## config.mk

```make
export PLATFORM = sky130hd
export DESIGN_NAME = uart_tx_param
export DESIGN_NICKNAME = d
export VERILOG_FILES = /design/src/rtl/uart_tx_param.sv
export SDC_FILE = /design/constraint.sdc
export NUM_CORES = 1
export LEC_CHECK = 0
export CAP_MARGIN = 20
export CORE_MARGIN = 3
export CORE_UTILIZATION = 57
export DETAILED_ROUTE_END_ITERATION = 16
export PLACE_DENSITY = 0.79
export SKIP_CTS_REPAIR_TIMING = 1
export SYNTH_ARGS = -nofsm -noshare
export SYNTH_HDL_FRONTEND = slang
export SYNTH_SLANG_ARGS = --single-unit
```

## constraint.sdc

```tcl
create_clock -name clk -period 2.3 [get_ports clk]
set_clock_uncertainty 0.05 [all_clocks]
set_input_delay 0.345 -clock clk [delete_from_list [all_inputs] [get_ports clk]]
set_output_delay 0.345 -clock clk [all_outputs]
set_load 0.01 [all_outputs]
```

## src/rtl/uart_tx_param.sv

```systemverilog
// Parametrised UART transmitter: start bit, LSB-first data, optional parity, 1 or 2 stop bits.
// One word per valid/ready handshake; tx, busy, tx_ready and done are all registered.
module uart_tx_param #(
  parameter int unsigned CLK_FREQ  = 12000000,
  parameter int unsigned BAUD      = 9600,
  parameter int unsigned DATA_BITS = 8,
  parameter int unsigned PARITY    = 0,
  parameter int unsigned STOP_BITS = 1
) (
  input  logic                 clk,
  input  logic                 nrst,
  input  logic [DATA_BITS-1:0] tx_data,
  input  logic                 tx_valid,
  output logic                 tx_ready,
  output logic                 tx,
  output logic                 busy,
  output logic                 done
);

  localparam int unsigned DIV   = CLK_FREQ / BAUD;
  localparam int unsigned CNT_W = (DIV > 1) ? $clog2(DIV) : 1;
  localparam int unsigned IDX_W = 4;

  localparam logic [CNT_W-1:0] CNT_LAST  = CNT_W'(DIV - 1);
  localparam logic [IDX_W-1:0] DATA_LAST = IDX_W'(DATA_BITS - 1);
  localparam logic [IDX_W-1:0] STOP_LAST = IDX_W'(STOP_BITS - 1);
  localparam logic             PAR_ODD   = (PARITY == 1);

  if (DIV < 2) begin : g_bad_div
    $error("uart_tx_param: CLK_FREQ/BAUD must be at least 2");
  end
  if (DATA_BITS < 5 || DATA_BITS > 9) begin : g_bad_data_bits
    $error("uart_tx_param: DATA_BITS must be 5..9");
  end
  if (PARITY > 2) begin : g_bad_parity
    $error("uart_tx_param: PARITY must be 0, 1 or 2");
  end
  if (STOP_BITS < 1 || STOP_BITS > 2) begin : g_bad_stop_bits
    $error("uart_tx_param: STOP_BITS must be 1 or 2");
  end

  typedef enum logic [2:0] {
    S_IDLE,
    S_START,
    S_DATA,
    S_PARITY,
    S_STOP
  } state_t;

  state_t               r_state;
  logic [CNT_W-1:0]     r_cnt;
  logic [IDX_W-1:0]     r_idx;
  logic [DATA_BITS-1:0] r_shift;
  logic                 r_par;
  logic                 r_tx;
  logic                 r_busy;
  logic                 r_ready;
  logic                 r_done;

  state_t               w_state_nx;
  logic [CNT_W-1:0]     w_cnt_nx;
  logic [IDX_W-1:0]     w_idx_nx;
  logic [DATA_BITS-1:0] w_shift_nx;
  logic                 w_par_nx;
  logic                 w_tx_nx;
  logic                 w_done_nx;
  logic                 w_bit_end;

  assign w_bit_end = (r_cnt == CNT_LAST);

  // Next state, then registered outputs derived from the next state so they align with it
  always_comb begin
    w_state_nx = r_state;
    w_cnt_nx   = r_cnt + CNT_W'(1);
    w_idx_nx   = r_idx;
    w_shift_nx = r_shift;
    w_par_nx   = r_par;
    w_tx_nx    = 1'b1;
    w_done_nx  = 1'b0;

    case (r_state)
      S_IDLE: begin
        w_cnt_nx = '0;
        w_idx_nx = '0;
        if (tx_valid) begin
          w_shift_nx = tx_data;
          w_par_nx   = (^tx_data) ^ PAR_ODD;
          w_state_nx = S_START;
        end
      end
      S_START: begin
        if (w_bit_end) begin
          w_cnt_nx   = '0;
          w_idx_nx   = '0;
          w_state_nx = S_DATA;
        end
      end
      S_DATA: begin
        if (w_bit_end) begin
          w_cnt_nx   = '0;
          w_shift_nx = r_shift >> 1;
          if (r_idx == DATA_LAST) begin
            w_idx_nx   = '0;
            w_state_nx = (PARITY != 0) ? S_PARITY : S_STOP;
          end else begin
            w_idx_nx = r_idx + IDX_W'(1);
          end
        end
      end
      S_PARITY: begin
        if (w_bit_end) begin
          w_cnt_nx   = '0;
          w_idx_nx   = '0;
          w_state_nx = S_STOP;
        end
      end
      S_STOP: begin
        if (w_bit_end) begin
          w_cnt_nx = '0;
          if (r_idx == STOP_LAST) begin
            w_idx_nx   = '0;
            w_state_nx = S_IDLE;
          end else begin
            w_idx_nx = r_idx + IDX_W'(1);
          end
        end
      end
      default: begin
        w_cnt_nx   = '0;
        w_idx_nx   = '0;
        w_state_nx = S_IDLE;
      end
    endcase

    case (w_state_nx)
      S_START:  w_tx_nx = 1'b0;
      S_DATA:   w_tx_nx = w_shift_nx[0];
      S_PARITY: w_tx_nx = w_par_nx;
      default:  w_tx_nx = 1'b1;
    endcase

    w_done_nx = (w_state_nx == S_STOP) && (w_cnt_nx == CNT_LAST) && (w_idx_nx == STOP_LAST);
  end

  always_ff @(posedge clk or negedge nrst) begin
    if (!nrst) begin
      r_state <= S_IDLE;
      r_cnt   <= '0;
      r_idx   <= '0;
      r_shift <= '0;
      r_par   <= 1'b0;
      r_tx    <= 1'b1;
      r_busy  <= 1'b0;
      r_ready <= 1'b1;
      r_done  <= 1'b0;
    end else begin
      r_state <= w_state_nx;
      r_cnt   <= w_cnt_nx;
      r_idx   <= w_idx_nx;
      r_shift <= w_shift_nx;
      r_par   <= w_par_nx;
      r_tx    <= w_tx_nx;
      r_busy  <= (w_state_nx != S_IDLE);
      r_ready <= (w_state_nx == S_IDLE);
      r_done  <= w_done_nx;
    end
  end

  assign tx       = r_tx;
  assign busy     = r_busy;
  assign tx_ready = r_ready;
  assign done     = r_done;

endmodule

```

; After elaboration in Yosys (flattened, before gate mapping)
; Index checks and enable logic that the tools add are counted.
[classes]
n_mul = 0
order_cmp = 0
n_eq_ne = 13
n_mux = 22
div_mod_pow = 0
add_sub_neg = 2
reduce_logical = 12
shift = 0
n_bitwise = 0
[op_table]
columns = op, n
row1 = $eq 11x11->1 const B, 2
row2 = $mux 11, 2
row3 = $mux 3, 7
row4 = $mux 4, 5
row5 = $mux 8, 2
row6 = $pmux 8 s2, 1
row7 = $pmux 3 s5, 1
row8 = $eq 3x2->1 const B, 4
row9 = $pmux 4 s3, 1
row10 = $add 11x1->11 const B, 1
row11 = $logic_not 4->1, 2
row12 = $reduce_xor 8->1, 1
row13 = $eq 3x1->1 const B, 2
row14 = $eq 3x3->1 const B, 2
row15 = $logic_not 3->1, 2
row16 = $add 4x1->4 const B, 1
row17 = $eq 4x3->1 const B, 1
row18 = $ne 2x2->1 const B, 2
row19 = $reduce_or 4->1, 1
row20 = $pmux 1 s3, 1
row21 = $reduce_and 3->1, 1
row22 = $reduce_bool 3->1, 1
row23 = $logic_and 1x1->1, 2
row24 = $mux 1, 2
row25 = 2 further kinds, 2
[word_totals]
latch_bits = 0
out_inout_bits = 4
memories = 0
ram_bits = 0
register_bits = 31
inputBits = 11
mem_bits_ro = 0
wordCells = 59

; Logic depth before layout (Yosys ltp)
; Gate-level depths: netlist of run 1.
[logic_depth]
depth_word = 7
ltp_mapped = 8

; Worst setup path before layout of run 1
; No wires, ideal clock.
[synth_path]
path_type = register -> register
start = reg r_cnt[0]
end = reg r_done (netlist: done)
slack_ns = 0.257
required_ns = 2.154
synth_period_minus_slack_ns = 2.043
path_stages_with_launch = 7
arrival_ns = 1.897
cell_sequence = dfrtp_1 ha_1 nand4_2 or3_1 a211oi_2 or4b_1 nor4_2
[synth_via]
elab_chain_cells = 6
word_cells_on_any_way = 18
classes_between = add/sub: 1 / eq/ne: 3 / mux: 11 / reduce/logical: 3
[synth_lines]
columns = element, line_no
row1 = from (decl), 51  ; logic [CNT_W-1:0] r_cnt;
row2 = from (signal assigned), 158  ; r_cnt <= w_cnt_nx;
row3 = $add 11x1->11 / $eq 11x11->1 (equally long branches), "74, 69"
row4 = $mux 11 (*) (2 in a row), -
row5 = named net w_cnt_nx[6], 61  ; logic [CNT_W-1:0] w_cnt_nx;
row6 = $eq 11x11->1 (*), 142  ; w_done_nx = (w_state_nx == S_STOP) && (w_cnt_nx == CNT_LAST) && (w_idx_nx == STOP_LAST);
row7 = $logic_and 1x1->1 (*) (2 in a row), 142
row8 = named net w_done_nx, 66  ; logic w_done_nx;
row9 = to (signal assigned), 165  ; r_done <= w_done_nx;
row10 = to (decl), 58  ; logic r_done;
; The timed path passes the listed nets; every way through them passes the cells marked *.
; A chain may end at the register's enable or synchronous reset.

; Worst setup path after layout of run 1
[layout_path]
start = reg r_idx[0]
end = reg r_done (netlist: done)
[layout_via]
elab_chain_cells = 7
word_cells_on_any_way = 18
classes_between = add/sub: 1 / eq/ne: 2 / mux: 11 / reduce/logical: 4
[layout_lines]
columns = element, line_no
row1 = from (decl), 52  ; logic [IDX_W-1:0] r_idx;
row2 = from (signal assigned), 159  ; r_idx <= w_idx_nx;
row3 = branches (longest 6 deep; another with $add 4x1->4), -
row4 = $logic_and 1x1->1 (*), 142
row5 = named net w_done_nx, 66
; Mark *: on every way through the listed nets, which the timed path passes.

==> out/results.ini, run 1 <==
[run_status]
outcome = finished clean

[yosys]
yosys_warnings = 0
yosysSeqAreaShare_pct = 43.1
synth-compound-area-share_pct = 15.1
synth_top_area_share_pct = 40.2
synth.avg_cell_area_sq_um = 9.87
synth_top_cells_by_area = dfrtp_1 (40%), xnor2_1 (5.3%), nand2_1 (3.1%)
synthSimpleGateAreaFrac_pct = 27.4
synthDistinctLibCells = 54
synth_fa_ha_area_share_pct = 2.77
yosys_most_used_dff = dfrtp_1
synth-seq-cells = 31
synthMuxAreaShare_pct = 0
syn-cell-area_sq_mm = 0.00181
synth_top_family_by_area = simple AND/OR/NAND/NOR gates
synth_edf_count = 0
synthArstFlopShare_pct = 100
synthXorXnorAreaFrac_pct = 7.76
syn_nets = 198
syn-instance-count = 183
yosysTopAreaCell = dfrtp_1

[clocking]
tritoncts = yes
numCtsBuffers = 5
cts_buffer_depth = 2
htree_levels = 2
clkLatencyLatePin_ns = 0.33
clock_sinks = 31
clk_transition_reported_paths_ns = 0.09
clock-root-buffer = clkbuf_4

[sta]
setup_tns_ns = 0
slew_viol_final = 0
tightest_slew_ns = 0.424
rsz0062_at_grt = yes
maxSlewHeadroom_pct = 71.7
fin_crit_sh_pct = 96.9
hold_violations = 0
period_needed_ns = 2.23
finalSetupViolCount = 0
max_freq_mhz = 449
fin_hold_ws_ns = 0.356

[power]
vdd_drop_max_mv = 0.604
pwr_density_cell_mw_per_mm2 = 638
static-leakage-power_uw = 0.000942

[cells_and_area]
final.fill_count = 182
layout_common_cells = dfrtp_1 (27), nand2_1 (15), nor2_1 (15)
fin_nets = 225
fin_util_pct = 77.3
areaGrowthSynthToFinish_pct = 23.1
drive_gt1_share_pct = 22.7
layout_commonest_cell = dfrtp_1
antennaDiodeCount = 0

[global_routing]
met2_usage_pct = 35.6
use_met1_pct = 28.2
grt.busiest_layer = met2
groute.layer.met3.usage_pct = 7.57
grt_overflow = 0
antenna_found_initial = 0
first_global_vias = 1555
grt_pass1_wl_um = 7130
grt_max_degree = 32
grtUsageTotal_pct = 22.6

[setup_path]
crit_family = simple AND/OR/NAND/NOR gates
start_kind = register
endpoint_kind = register
cpMaxStageDelayCell = or4b_4
crit_buf_inv = 1
cp.required_ns = 2.50
critPathKind = reg2reg
crit_fanout = 4
slowest_delay_ns = 0.50
arrival_ns = 2.43
cp_cell_sequence = inv_2, ha_4, or3b_4, a32oi_2, nor3_2, or4b_4, nor4_4

[routing]
drcViolationCount = 0
ant_nets = 0
wl_um = 4180
avgViaCountPerCell = 6.15
via_count = 1555
dr.pass1.iters = 4
drt-wirelength-per-cell_um = 16.5
drtIter0Drc = 113

[floorplan]
start_util_pct = 62.8
dieArea_sq_mm = 0.00388
die_x_um = 62.3
pin_count = 15
die_y_um = 62.3
core_area_sq_mm = 0.00288
rows = 19

[placed_design]
dp_hpwl_um = 2830
port-buffer-count = 14
place_congestion = 0.921

[min_path]
hold_class = in2async

[run]
cap_violations = 0

==> cell type report <==
class	instances	area (sq um)	share of cell area, %
clock buffers	8	48.8	2.19
inverters	5	18.8	0.844
multi-input cells	139	1080	48.5
flip-flops and latches	31	781	35.1
well taps	42	52.6	2.36
repair buffers	28	245	11.0
==> logic make-up (layout without fill, tap and decap cells) <==
family / count (synthesis) / count (layout)
and+or+nand+nor: 82 / 82
AOI/OAI and AO/OA: 37 / 37
DFF: 31 / 31
xor gates and xnor gates: 16 / 16
buffers and inverters: 13 / 41
adders and majority gates: 4 / 4
==> cells in the mapped netlist, types with 5 or more instances <==
| master | n |
|---|---|
| dfrtp_1 | 29 |
| a21oi_1 | 6 |
| a22oi_1 | 6 |
| xor2_1 | 5 |
| xnor2_1 | 11 |
| nand3_1 | 10 |
| nand2_1 | 15 |
| nor2_1 | 15 |
| inv_1 | 5 |
| o21ai_0 | 5 |
==> path summary, 6_finish.rpt <==
kind | slack (ns) | depth (start not counted) | start | endpoint
setup / recovery | 0.07 | 7 | r_idx[0] | done
hold / removal | 0.36 | 2 | nrst | r_idx[2]
setup reg to reg | 0.07 | 7 | r_idx[0] | done
hold reg to reg | 0.44 | 2 | r_shift[6] | r_shift[6]
max in group asynchronous | 1.51 | 2 | nrst | tx
min in group clk | 0.44 | 2 | r_shift[6] | r_shift[6]
==> state kept, by name, indices dropped and copies added, names as in the netlist <==
register / cells
done: 1
tx: 1
busy: 1
r_par: 1
r_shift: 8
r_cnt: 11
tx_ready: 1
r_idx: 4
r_state: 3
==> through the flow <==
step	cell area [sq um]	setup WS [ns]	power, uW	instances
after floorplan	1810	0.257	973	183
after global placement	1990	0.181	1040	237
after detailed placement	1990	0.0855	1060	237
after CTS	2040	0.00957	1350	245
after global routing	2220	-0.0418	1510	253
final	2220	0.0720	1420	253
==> routing by layer <==
metal | up-vias | wire, um
li1 | 723 | -
met1 | 769 | 1740
met2 | 51 | 2100
met3 | 12 | 229
met4 | 0 | 104
met5 | - | 0
==> power by group <==
group,total (uW),switching [uW],internal [uW],leakage [uW]
clock,295,174,122,0.0000265
combinational,368,190,178,0.000521
sequential,756,118,639,0.000394
No activity file was read; power rests on OpenSTA's default activity.
==> run 2: changes to the inputs <==
--- a/config.mk
+++ b/config.mk
@@ -6,10 +6,13 @@
 export NUM_CORES = 1
 export LEC_CHECK = 0
 export CAP_MARGIN = 20
+export CELL_PAD_IN_SITES_DETAIL_PLACEMENT = 0
+export CELL_PAD_IN_SITES_GLOBAL_PLACEMENT = 1
 export CORE_MARGIN = 3
-export CORE_UTILIZATION = 57
+export CORE_UTILIZATION = 40
 export DETAILED_ROUTE_END_ITERATION = 16
-export PLACE_DENSITY = 0.79
+export PLACE_DENSITY_LB_ADDON = 0.1
+export REMOVE_ABC_BUFFERS = 1
 export SKIP_CTS_REPAIR_TIMING = 1
 export SYNTH_ARGS = -nofsm -noshare
 export SYNTH_HDL_FRONTEND = slang
==> constraint.sdc (replaced) <==
create_clock -name clk -period 1.94 [get_ports clk]
set_clock_uncertainty 0.05 [all_clocks]
set_input_delay 0.291 -clock clk [delete_from_list [all_inputs] [get_ports clk]]
set_output_delay 0.291 -clock clk [all_outputs]
set_load 0.01 [all_outputs]
==> run 2 against run 1 <==
Net effect:
- the run now ends with negative setup slack left
- sequential power increased by 13%
- flip-flop and latch count unchanged
- sequential share of layout area decreased by 4.2 points
- cell count increased by 15%
- clock-buffer cell count decreased by 1
- critical endpoint unchanged
- largest power group unchanged
- highest routed layer unchanged
==> out/results.ini, run 2 (synthesis results as in run 1) <==
[run_status]
outcome = finished, violations left
violations = negative setup slack

[routing]
drtIter0Drc = 181  ; +60%
drt-wirelength-per-cell_um = 16.2  ; -1.9%
drcViolationCount = 0  ; unchanged
wl_um = 4730  ; +13%
via_count = 1624  ; +4.4%
ant_nets = 0  ; unchanged
avgViaCountPerCell = 5.56  ; -9.5%
dr.pass1.iters = 4  ; unchanged

[cells_and_area]
multi_input_area_sq_mm = 0.00109  ; +0.81%
largestRegisters = r_cnt x11, r_shift x8, r_idx x4
areaGrowthSynthToFinish_pct = 39.4
fin_area_sq_mm = 0.00252  ; +13%
fin_nets = 256  ; +14%
final.fill_count = 354  ; +95%
layout_commonest_cell = buf_4
seq_area_sq_um = 778  ; -0.32%
regMostFlops = r_cnt
antennaDiodeCount = 0  ; unchanged
drive_gt1_share_pct = 35.1  ; +12 points
layout_common_cells = buf_4 (44), dfrtp_1 (29), nand2_1 (15), nor2_1 (15), clkdlybuf4s50_1 (14)
fin_util_pct = 60.4  ; -17 points
largest_register_ffs = 11  ; unchanged

[setup_path]
crit_buf_inv = 1  ; unchanged
slowest_delay_ns = 0.39  ; -0.11 ns
critPathKind = reg2reg
start_kind = register
cpMaxStageDelayCell = dfrtp_1
crit_family = simple AND/OR/NAND/NOR gates
cp.required_ns = 2.09  ; -0.41 ns
endpoint_kind = register
arrival_ns = 2.24  ; -0.19 ns
cp_cell_sequence = inv_2, ha_4, or3b_4, a32o_2, o211ai_1, nand3_1, nor4_2
crit_fanout = 3  ; -1

[power]
pwr-share-comb_pct = 28.9  ; +3.0 points
vdd_drop_max_mv = 0.371  ; -39%
static-leakage-power_uw = 0.00112  ; +18%
power.share.switching_pct = 31.5  ; -2.4 points
fin_total_pwr_uw = 1940  ; +37%
pwr_density_cell_mw_per_mm2 = 772  ; +21%
intPower_uw = 1330  ; +42%
pwr-share-clk_pct = 27.3  ; +6.5 points
p_sw_uw = 612  ; +27%
p_seq_share_pct = 43.8  ; -9.5 points

[sta]
fin_crit_sh_pct = 108  ; +11 points
hold_violations = 0  ; unchanged
slew_viol_final = 0  ; unchanged
period_needed_ns = 2.09  ; -0.135 ns
maxSlewHeadroom_pct = 72.0  ; +0.31 points
finalSetupViolCount = 2  ; +2
rsz0062_at_grt = yes
setup_tns_ns = -0.157  ; -0.157 ns
max_freq_mhz = 478  ; +6.5%
tightest_slew_ns = 0.420  ; -0.00459 ns
final.setup.worst_slack_ns = -0.153  ; -0.225 ns

[clocking]
clk_transition_reported_paths_ns = 0.07  ; -0.02 ns
numCtsBuffers = 5  ; unchanged
clkLatencyLatePin_ns = 0.28  ; -0.05 ns
htree_levels = 2  ; unchanged
tritoncts = yes
clock_sinks = 31  ; unchanged
cts_buffer_depth = 2  ; unchanged
clock-root-buffer = clkbuf_8

[floorplan]
core_area_sq_mm = 0.00417  ; +45%
start_util_pct = 43.3  ; -20 points
die_x_um = 73.2  ; +18%
pin_count = 15  ; unchanged
dieArea_sq_mm = 0.00536  ; +38%
die_y_um = 73.2  ; +18%
rows = 23  ; +4

[placed_design]
place_area_sq_mm = 0.00228  ; +14%
pre_cts_slack_ns = -0.191  ; -0.277 ns
port-buffer-count = 14  ; unchanged
dp_hpwl_um = 3450  ; +22%
place_congestion = 0.993  ; +7.9%

[min_path]
hold_class = in2async

[global_routing]
grt_max_degree = 32  ; unchanged
grtUsageTotal_pct = 18.8  ; -3.8 points
grt_pass1_wl_um = 7580  ; +6.2%
antenna_found_initial = 0  ; unchanged
first_global_vias = 1555  ; unchanged
grt_overflow = 0  ; unchanged

[run]
cap_violations = 0  ; unchanged

[run 2: cell count changes in the layout (fill, tap and decap cells not counted), moves of 2 or more]
cell,previous run,this run
dfrtp_2,2,0
a21oi_1,6,3
nor3_1,2,4
clkbuf_8,0,6
clkbuf_4,5,0
a21oi_2,0,3
nor3_2,2,0
buf_4,14,44
dfrtp_1,27,29
clkbuf_1,3,1
[run 2: routing by layer]
layer	wire length, um	up-vias	track usage, %
li1	-	790	-
met1	2300	789	28.0
met2	2170	39	26.3
met3	223	6	4.96
met4	46	0	5.53
met5	0	-	0
[run 2: final timing paths]
path | from | to | slack (ns) | cells after the start
worst max-delay path | r_idx[1] | done | -0.15 | 7
worst min-delay path | nrst | r_cnt[6] | 0.36 | 2
worst max register to register | r_idx[1] | done | -0.15 | 7
worst min register to register | r_shift[1] | r_shift[1] | 0.43 | 2
max in group asynchronous | nrst | tx | 1.15 | 2
min in group clk | r_shift[1] | r_shift[1] | 0.43 | 2
[run 2: area by class of cell]
| type | instances | area share, % |
|---|---|---|
| Multi-Input combinational cell | 139 | 43.1 |
| Tap cell | 50 | 2.48 |
| Clock buffer | 7 | 3.43 |
| Sequential cell | 31 | 30.9 |
| Clock inverter | 1 | 0.199 |
| Timing Repair Buffer | 59 | 19.1 |
| Inverter | 5 | 0.745 |
[run 2: through the flow]
step	std cells	hold WS [ns]
final	292	0.357
after global routing	292	0.390
after CTS	290	0.366
after detailed placement	282	0.417
after global placement	282	0.408
after floorplan	175	-0.0546
[run 2: power by group through the flow]
stage          Combinational (uW)  Sequential, uW  Clock [uW]
6_report                      563             851         531
4_1_cts                       524             846         539
3_3_place_gp                  508             853           0
3_5_place_dp                  520             859           0
5_1_grt                       612             866         570
2_1_floorplan                 249             859           0
